--- config.mk ---
export PLATFORM = sky130hd
export DESIGN_NAME = router_output_arbiter
export DESIGN_NICKNAME = d
export VERILOG_FILES = /design/src/rtl/pa_noc.sv /design/src/rtl/rr_arbiter_pick.sv /design/src/rtl/router_output_arbiter.sv
export SDC_FILE = /design/constraint.sdc
export NUM_CORES = 1
export LEC_CHECK = 0
export BUFFER_PORTS_ARGS = -buffer_cell sky130_fd_sc_hd__buf_2
export CORE_UTILIZATION = 49
export DETAILED_ROUTE_END_ITERATION = 10
export PLACE_DENSITY = 0.82
export RECOVER_POWER = 50
export SETUP_SLACK_MARGIN = 0.05
export SYNTH_ARGS = -nofsm -noshare
export SYNTH_HDL_FRONTEND = slang
export SYNTH_SLANG_ARGS = --single-unit
--- constraint.sdc ---
create_clock -name i_clk -period 5.1 [get_ports i_clk]
set_input_delay 0.255 -clock i_clk [delete_from_list [all_inputs] [get_ports i_clk]]
set_output_delay 0.255 -clock i_clk [all_outputs]
set_load 0.05 [all_outputs]
--- src/rtl/pa_noc.sv ---
// rtl/pa_noc.sv - shared NoC constants, port indices and arbiter state encoding
package pa_noc;

  localparam int NUM_ROUTER_PORTS = 5;
  localparam int APB_PACKET_WIDTH = 32;

  typedef enum logic [2:0] {
    PORT_LOCAL = 3'd0,
    PORT_NORTH = 3'd1,
    PORT_SOUTH = 3'd2,
    PORT_EAST  = 3'd3,
    PORT_WEST  = 3'd4
  } port_idx_t;

  typedef enum logic {
    ST_EMPTY = 1'b0,
    ST_FULL  = 1'b1
  } arb_state_e;

endpackage

--- src/rtl/rr_arbiter_pick.sv ---
// rtl/rr_arbiter_pick.sv - combinational round-robin pick starting after the pointer
module rr_arbiter_pick #(
  parameter int N_REQ = 5,
  parameter int IW    = $clog2(N_REQ)
) (
  input  logic [N_REQ-1:0] req_i,
  input  logic [IW-1:0]    ptr_i,
  input  logic             en_i,
  output logic [N_REQ-1:0] gnt_o,
  output logic [IW-1:0]    idx_o,
  output logic             any_o
);

  logic [IW-1:0] cand;

  // Scan offsets 1..N_REQ so the last granted requester has lowest priority.
  always_comb begin
    gnt_o = '0;
    idx_o = '0;
    any_o = 1'b0;
    cand  = '0;
    if (en_i) begin
      for (int k = 1; k <= N_REQ; k++) begin
        cand = IW'((int'(ptr_i) + k) % N_REQ);
        if (!any_o && req_i[cand]) begin
          any_o       = 1'b1;
          gnt_o[cand] = 1'b1;
          idx_o       = cand;
        end
      end
    end
  end

endmodule

--- src/rtl/router_output_arbiter.sv ---
// rtl/router_output_arbiter.sv - round-robin share of one router output link
module router_output_arbiter
  import pa_noc::*;
#(
  parameter int N_REQ        = NUM_ROUTER_PORTS,
  parameter int PACKET_WIDTH = APB_PACKET_WIDTH,
  parameter int IW           = $clog2(N_REQ)
) (
  input  logic                                i_clk,
  input  logic                                i_srst,
  input  logic [N_REQ-1:0]                    i_reqValid,
  input  logic [N_REQ-1:0][PACKET_WIDTH-1:0]  i_reqPacket,
  output logic [N_REQ-1:0]                    o_reqReady,
  output logic                                o_valid,
  output logic [PACKET_WIDTH-1:0]             o_packet,
  output logic [IW-1:0]                       o_grantIdx,
  input  logic                                i_ready
);

  arb_state_e              state_q, state_d;
  logic [PACKET_WIDTH-1:0] packet_q, packet_d;
  logic [IW-1:0]           idx_q, idx_d;
  logic [IW-1:0]           ptr_q, ptr_d;

  logic                    slot_free;
  logic [N_REQ-1:0]        gnt;
  logic [IW-1:0]           gnt_idx;
  logic                    any_gnt;

  // Draining and loading in the same cycle keeps back-to-back throughput.
  assign slot_free = (state_q == ST_EMPTY) || i_ready;

  rr_arbiter_pick #(
    .N_REQ (N_REQ),
    .IW    (IW)
  ) u_pick (
    .req_i (i_reqValid),
    .ptr_i (ptr_q),
    .en_i  (slot_free && !i_srst),
    .gnt_o (gnt),
    .idx_o (gnt_idx),
    .any_o (any_gnt)
  );

  always_comb begin
    state_d  = state_q;
    packet_d = packet_q;
    idx_d    = idx_q;
    ptr_d    = ptr_q;
    if (any_gnt) begin
      state_d  = ST_FULL;
      packet_d = i_reqPacket[gnt_idx];
      idx_d    = gnt_idx;
      ptr_d    = gnt_idx;
    end else if (state_q == ST_FULL && i_ready) begin
      state_d = ST_EMPTY;
    end
  end

  always_ff @(posedge i_clk) begin
    if (i_srst) begin
      state_q  <= ST_EMPTY;
      packet_q <= '0;
      idx_q    <= '0;
      ptr_q    <= IW'(N_REQ - 1);
    end else begin
      state_q  <= state_d;
      packet_q <= packet_d;
      idx_q    <= idx_d;
      ptr_q    <= ptr_d;
    end
  end

  assign o_reqReady = gnt;
  assign o_valid    = (state_q == ST_FULL);
  assign o_packet   = packet_q;
  assign o_grantIdx = idx_q;

endmodule

# Yosys cells after proc, flatten, opt, wreduce, memory -nomap -nowiden
# Index checks and enable logic that the tools add are counted.
# W data, S select, Z words.
[classes] n_mux=50 reduce_logical=18 add_sub_neg=5 magnitude_cmp=11 n_bitwise=5 n_div=5
[op_table] cell="$mod A32 B4 Y32 const B" count=5
[op_table] cell="$bmux W32 S3" count=1
[op_table] cell="$mux W5" count=10
[op_table] cell="$mux W32" count=1
[op_table] cell="$lt A3 B4 Y1 const B" count=6
[op_table] cell="$mux W1" count=22
[op_table] cell="$or A5 B5 Y5" count=4
[op_table] cell="$mux W3" count=6
[op_table] cell="$bmux W1 S3" count=5
[op_table] cell="$demux W1 S3" count=5
[op_table] cell="$ge A3 B1 Y1 const B" count=5
[op_table] cell="$logic_and A1 B1 Y1" count=11
[op_table] cell="$add A3 B2 Y4 const B" count=2
[op_table] cell="$add A3 B3 Y4 const B" count=2
[op_table] cell="$logic_not A1 Y1" count=5
[op_table] cell="$add A3 B1 Y4 const B" count=1
[op_table] cell="$reduce_bool A2 Y1" count=1
[op_table] cell="$logic_or A1 B1 Y1" count=1
[op_table] cell="$not A1 Y1" count=1
[totals] register_bits=39 word_cells=98 in_bits=168

# Longest topological paths before layout
[depth] word_depth=24 mapped_depth=23 mapped_depth_nobuf=20

# By module
# From an unflattened synthesis, not the netlist that was laid out.
[unflattened] hier_cells=542 hier_area_um2=4877.2
[modules_own_cells] module="router_output_arbiter" n_inst=1 cells_per_inst=238 seq_area_each_um2=740.7 area_each_um2=2691.3
[modules_own_cells] module="rr_arbiter_pick" n_inst=1 cells_per_inst=304 seq_area_each_um2=0.0 area_each_um2=2185.8

# Worst setup path after synthesis
# OpenSTA, ideal clock, no wires.
[synth_timing] path_kind="register to output" start="reg ptr_q[2]" end="out o_reqReady[2]" stages_incl_launch_ff=20 setup_slack_ns=-0.295 t_arrival_ns=5.140 required_ns=4.845 path_cell_list="dfxtp_1 buf_6 buf_6 inv_1 ha_1 o21ai_1 nand2_1 xnor2_1 ha_1 fa_1 a21boi_1 a31o_2 and2_1 a311oi_1 o2111a_2 nand2_1 or4_1 nor3_1 a21oi_1 a31oi_1"
[synth_between] elab_chain_len=22 word_cells_on_any_way=75 classes_between="5 x add/sub; 5 x div; 10 x order compare; 38 x mux; 4 x bitwise; 13 x reduce/logical"
[synth_rtl] item="from (decl)" line_no="router_output_arbiter.sv:23" source="logic [IW-1:0] ptr_q, ptr_d;"
[synth_rtl] item="from (signal assigned)" line_no="router_output_arbiter.sv:65" source="ptr_q <= IW'(N_REQ - 1);"
[synth_rtl] item="from (signal assigned)" line_no="router_output_arbiter.sv:70" source="ptr_q <= ptr_d;"
[synth_rtl] item="parallel branches: the longest is 20 deep, another holds $mod A32 B4 Y32"
[synth_rtl] item="$mux W5 *" line_no="rr_arbiter_pick.sv:25" source="if (!any_o && req_i[cand]) begin"
[synth_rtl] item="$mux W5 *" line_no="rr_arbiter_pick.sv:22" source="if (en_i) begin"
[synth_rtl] item="to (decl)" line_no="router_output_arbiter.sv:13" source="output logic [N_REQ-1:0] o_reqReady,"
# Mark *: on every way between the ends. The select of a mux whose other input is x is not followed.

==> results.md <==
- Status: finished clean
- Worst-Skew Late Latency: 0.29 ns
- Fin nets: 1014
- Avg WL per Cell: 17.6 um
- Post-synthesis sequential area ratio: 0.155
- GR Layer Usage met3: 0.0513
- RSZ-0062 raised after global routing: yes
- Vias per std cell: 5.96
- Grt ovf: 0
- Area of the multi-input gates: 3920 sq um
- CTS Buf Count: 5
- Worst setup SP type: flop
- Final antenna-violating net count: 0
- CTS tree: yes
- P&R area growth vs syn: 33.4%
- Residual DRC: 0
- Fill count: 817
- Async set or reset register ratio after synthesis: 0
- FMAX: 204 MHz
- Post-synth EDFFs: 0
- Crit path capture type: primary output
- Final Skew: 0.00988 ns
- CTS Sinks: 37
- Critical Path RT: 4.85 ns
- Final Setup Violations: 0
- Vias: 5655
- Critical path arrival: 4.65 ns
- Worst min path class: primary input to flop
- Commonest non-fill, non-tap cells in the layout: buf_2 (169), mux2i_1 (65), nand2_1 (58)
- Most crowded layer after global routing: met2
- Count of pins over their slew limit: 0
- Register area: 743 sq um
- Register bit count reported by yosys: 37
- Pin count of the biggest net entering global routing: 45
- Worst Setup Slack, final: 0.191 ns
- Leading cell type in the layout, fill and taps excluded: buf_2
- Total GRT Usage: 0.305
- DP Area: 6020 sq um
- First-pass iteration count of the detailed router: 7
- Port Buffers: 208
- First-pass GRT wire length: 24900 um
- Mapped Nets: 799
- Final instance area: 6370 sq um
- Mapped Cells: 604
- Synth top area share: 0.155
- Layout cell share with drive strength beyond 1: 0.357
- Relative slew slack: 0.553
- Tcrit/Tclk final: 0.962
- Number of top-level pins: 209
- Post-Route WL: 16700 um
- Initial antenna violation count: 0
- Slew @ Worst Pin: 0.674 ns
- Max-Cap Viols: 0
- RD Place Congestion: 0.946
- H-tree depth: 2
- Met1 Use GR: 0.366
- Std-Cell Rows: 35
- Pre-CTS WS: -0.198 ns
- Iteration-0 DRC Markers: 316
- Syn avg cell area: 7.91 sq um
- Antenna fix cells: 0
- Die area: 10200 sq um
- Die H: 101 um
- Largest fanout on the critical path: 5
- Synth area leaders: dfxtp_1 (15%), mux2i_1 (14%), ha_1 (6.8%), a2bb2oi_1 (6.0%), nand2b_1 (5.2%)
- Number of global-route vias before repair: 5306
- Core area: 9330 sq um
- Post-synth top area cell: dfxtp_1
- Clk root buf: clkbuf_8
- Clock Path Buffers: 2
- Netlist cell types: 82
- Detail Placement HPWL: 12900 um
- CP Class: flop to primary output
- Worst-path clk slew: 0.08 ns
- Warnings from Yosys: 0
- Primary FF master, synth: dfxtp_1
- Routing usage on met2: 0.562
- Initial Util: 0.512
- Final min period: 4.91 ns
- Post-Syn Area: 4780 sq um
- # hold bufs at CTS: 0
- Hold Fails Final Rpt: 0
- Die width: 101 um
[worst max-delay path, stage by stage, from the launching register on]
cell,delay (ns)
dfxtp_2,0.37
inv_2,0.09
ha_1,0.33
o21ai_2,0.17
nand2_1,0.08
xnor2_1,0.15
ha_1,0.21
fa_1,0.38
a21bo_2,0.23
nor4_1,0.08
or2_2,0.35
a311oi_2,0.34
o2111a_2,0.33
nand2_1,0.09
or4_1,0.59
nor3_2,0.14
a21oi_1,0.07
a31oi_2,0.20
buf_6,0.18
[through the flow]
| step | hold slack, ns | instances | utilization | setup TNS (ns) |
|---|---|---|---|---|
| 2_1_floorplan | 0.506 | 604 | - | -0.0426 |
| 3_3_place_gp | 0.453 | 927 | 0.645 | -0.0457 |
| 3_5_place_dp | 0.458 | 927 | 0.645 | -4.52 |
| 4_1_cts | 0.312 | 936 | 0.661 | 0 |
| 5_1_grt | 0.319 | 949 | 0.683 | -0.0210 |
| 6_report | 0.318 | 949 | 0.683 | 0 |
[cell families after synthesis]
kind of cell,synth area share
compound gates,0.319
simple gates,0.209
mux,0.156
buf+inv,0.0665
flops,0.155
fa+ha+maj,0.0723
xor+xnor,0.0217
[final cells by class]
cell class / instances / share of cell area
clock inverter: 3 / 0.00353
sequential: 37 / 0.117
multi-input combinational: 504 / 0.615
tap: 129 / 0.0253
inverter: 20 / 0.0118
timing repair buffer: 251 / 0.217
clock buffer: 5 / 0.0108
[layer usage]
layer,up-vias,share of wire
met1,2648,0.40
li1,2692,-
met3,44,0.067
met5,-,0
met4,0,0.020
met2,271,0.52
[synthesized netlist by cell type (all sizes together), types with 3 or more instances]
cell     count
mux2i       66
nand2       58
a21oi       51
o21ai       51
nand2b      40
dfxtp       37
a2bb2oi     33
ha          26
buf         22
clkbuf      21
nor2        21
inv         19
nor3        10
nand3        9
and3         8
nor2b        8
xnor2        8
a211oi       7
a31oi        7
nor4         6
o2111ai      6
o21a         6
a21o         5
a311o        5
a311oi       5
or2          5
a21boi       4
mux2         4
nand4        4
o211ai       4
a221o        3
and2         3
nor4b        3
[what timing repair did]
item	4_1_cts	5_1_grt
pin swaps	1	12
setup endpoints to repair	37	38
resized for setup	13	35
setup buffers	1	12
gates cloned	0	1
[sequential cells by signal, indices dropped and copies added (netlist names)]
register / count
ptr_q: 1
o_valid: 1
o_packet: 32
o_grantIdx: 3
[path summary, 6_finish.rpt]
path                          from            end  slack, ns  depth (start not counted)
setup reg to reg     o_grantIdx[0]   o_packet[15]       0.24                         20
setup / recovery     o_grantIdx[1]  o_reqReady[2]       0.19                         18
hold reg to reg        o_packet[4]    o_packet[4]       0.47                          2
hold / removal    i_reqPacket[131]    o_packet[3]       0.32                          4
Power is not shown: default switching activity piles up to over one toggle a cycle in this logic, so the estimate is an artifact.
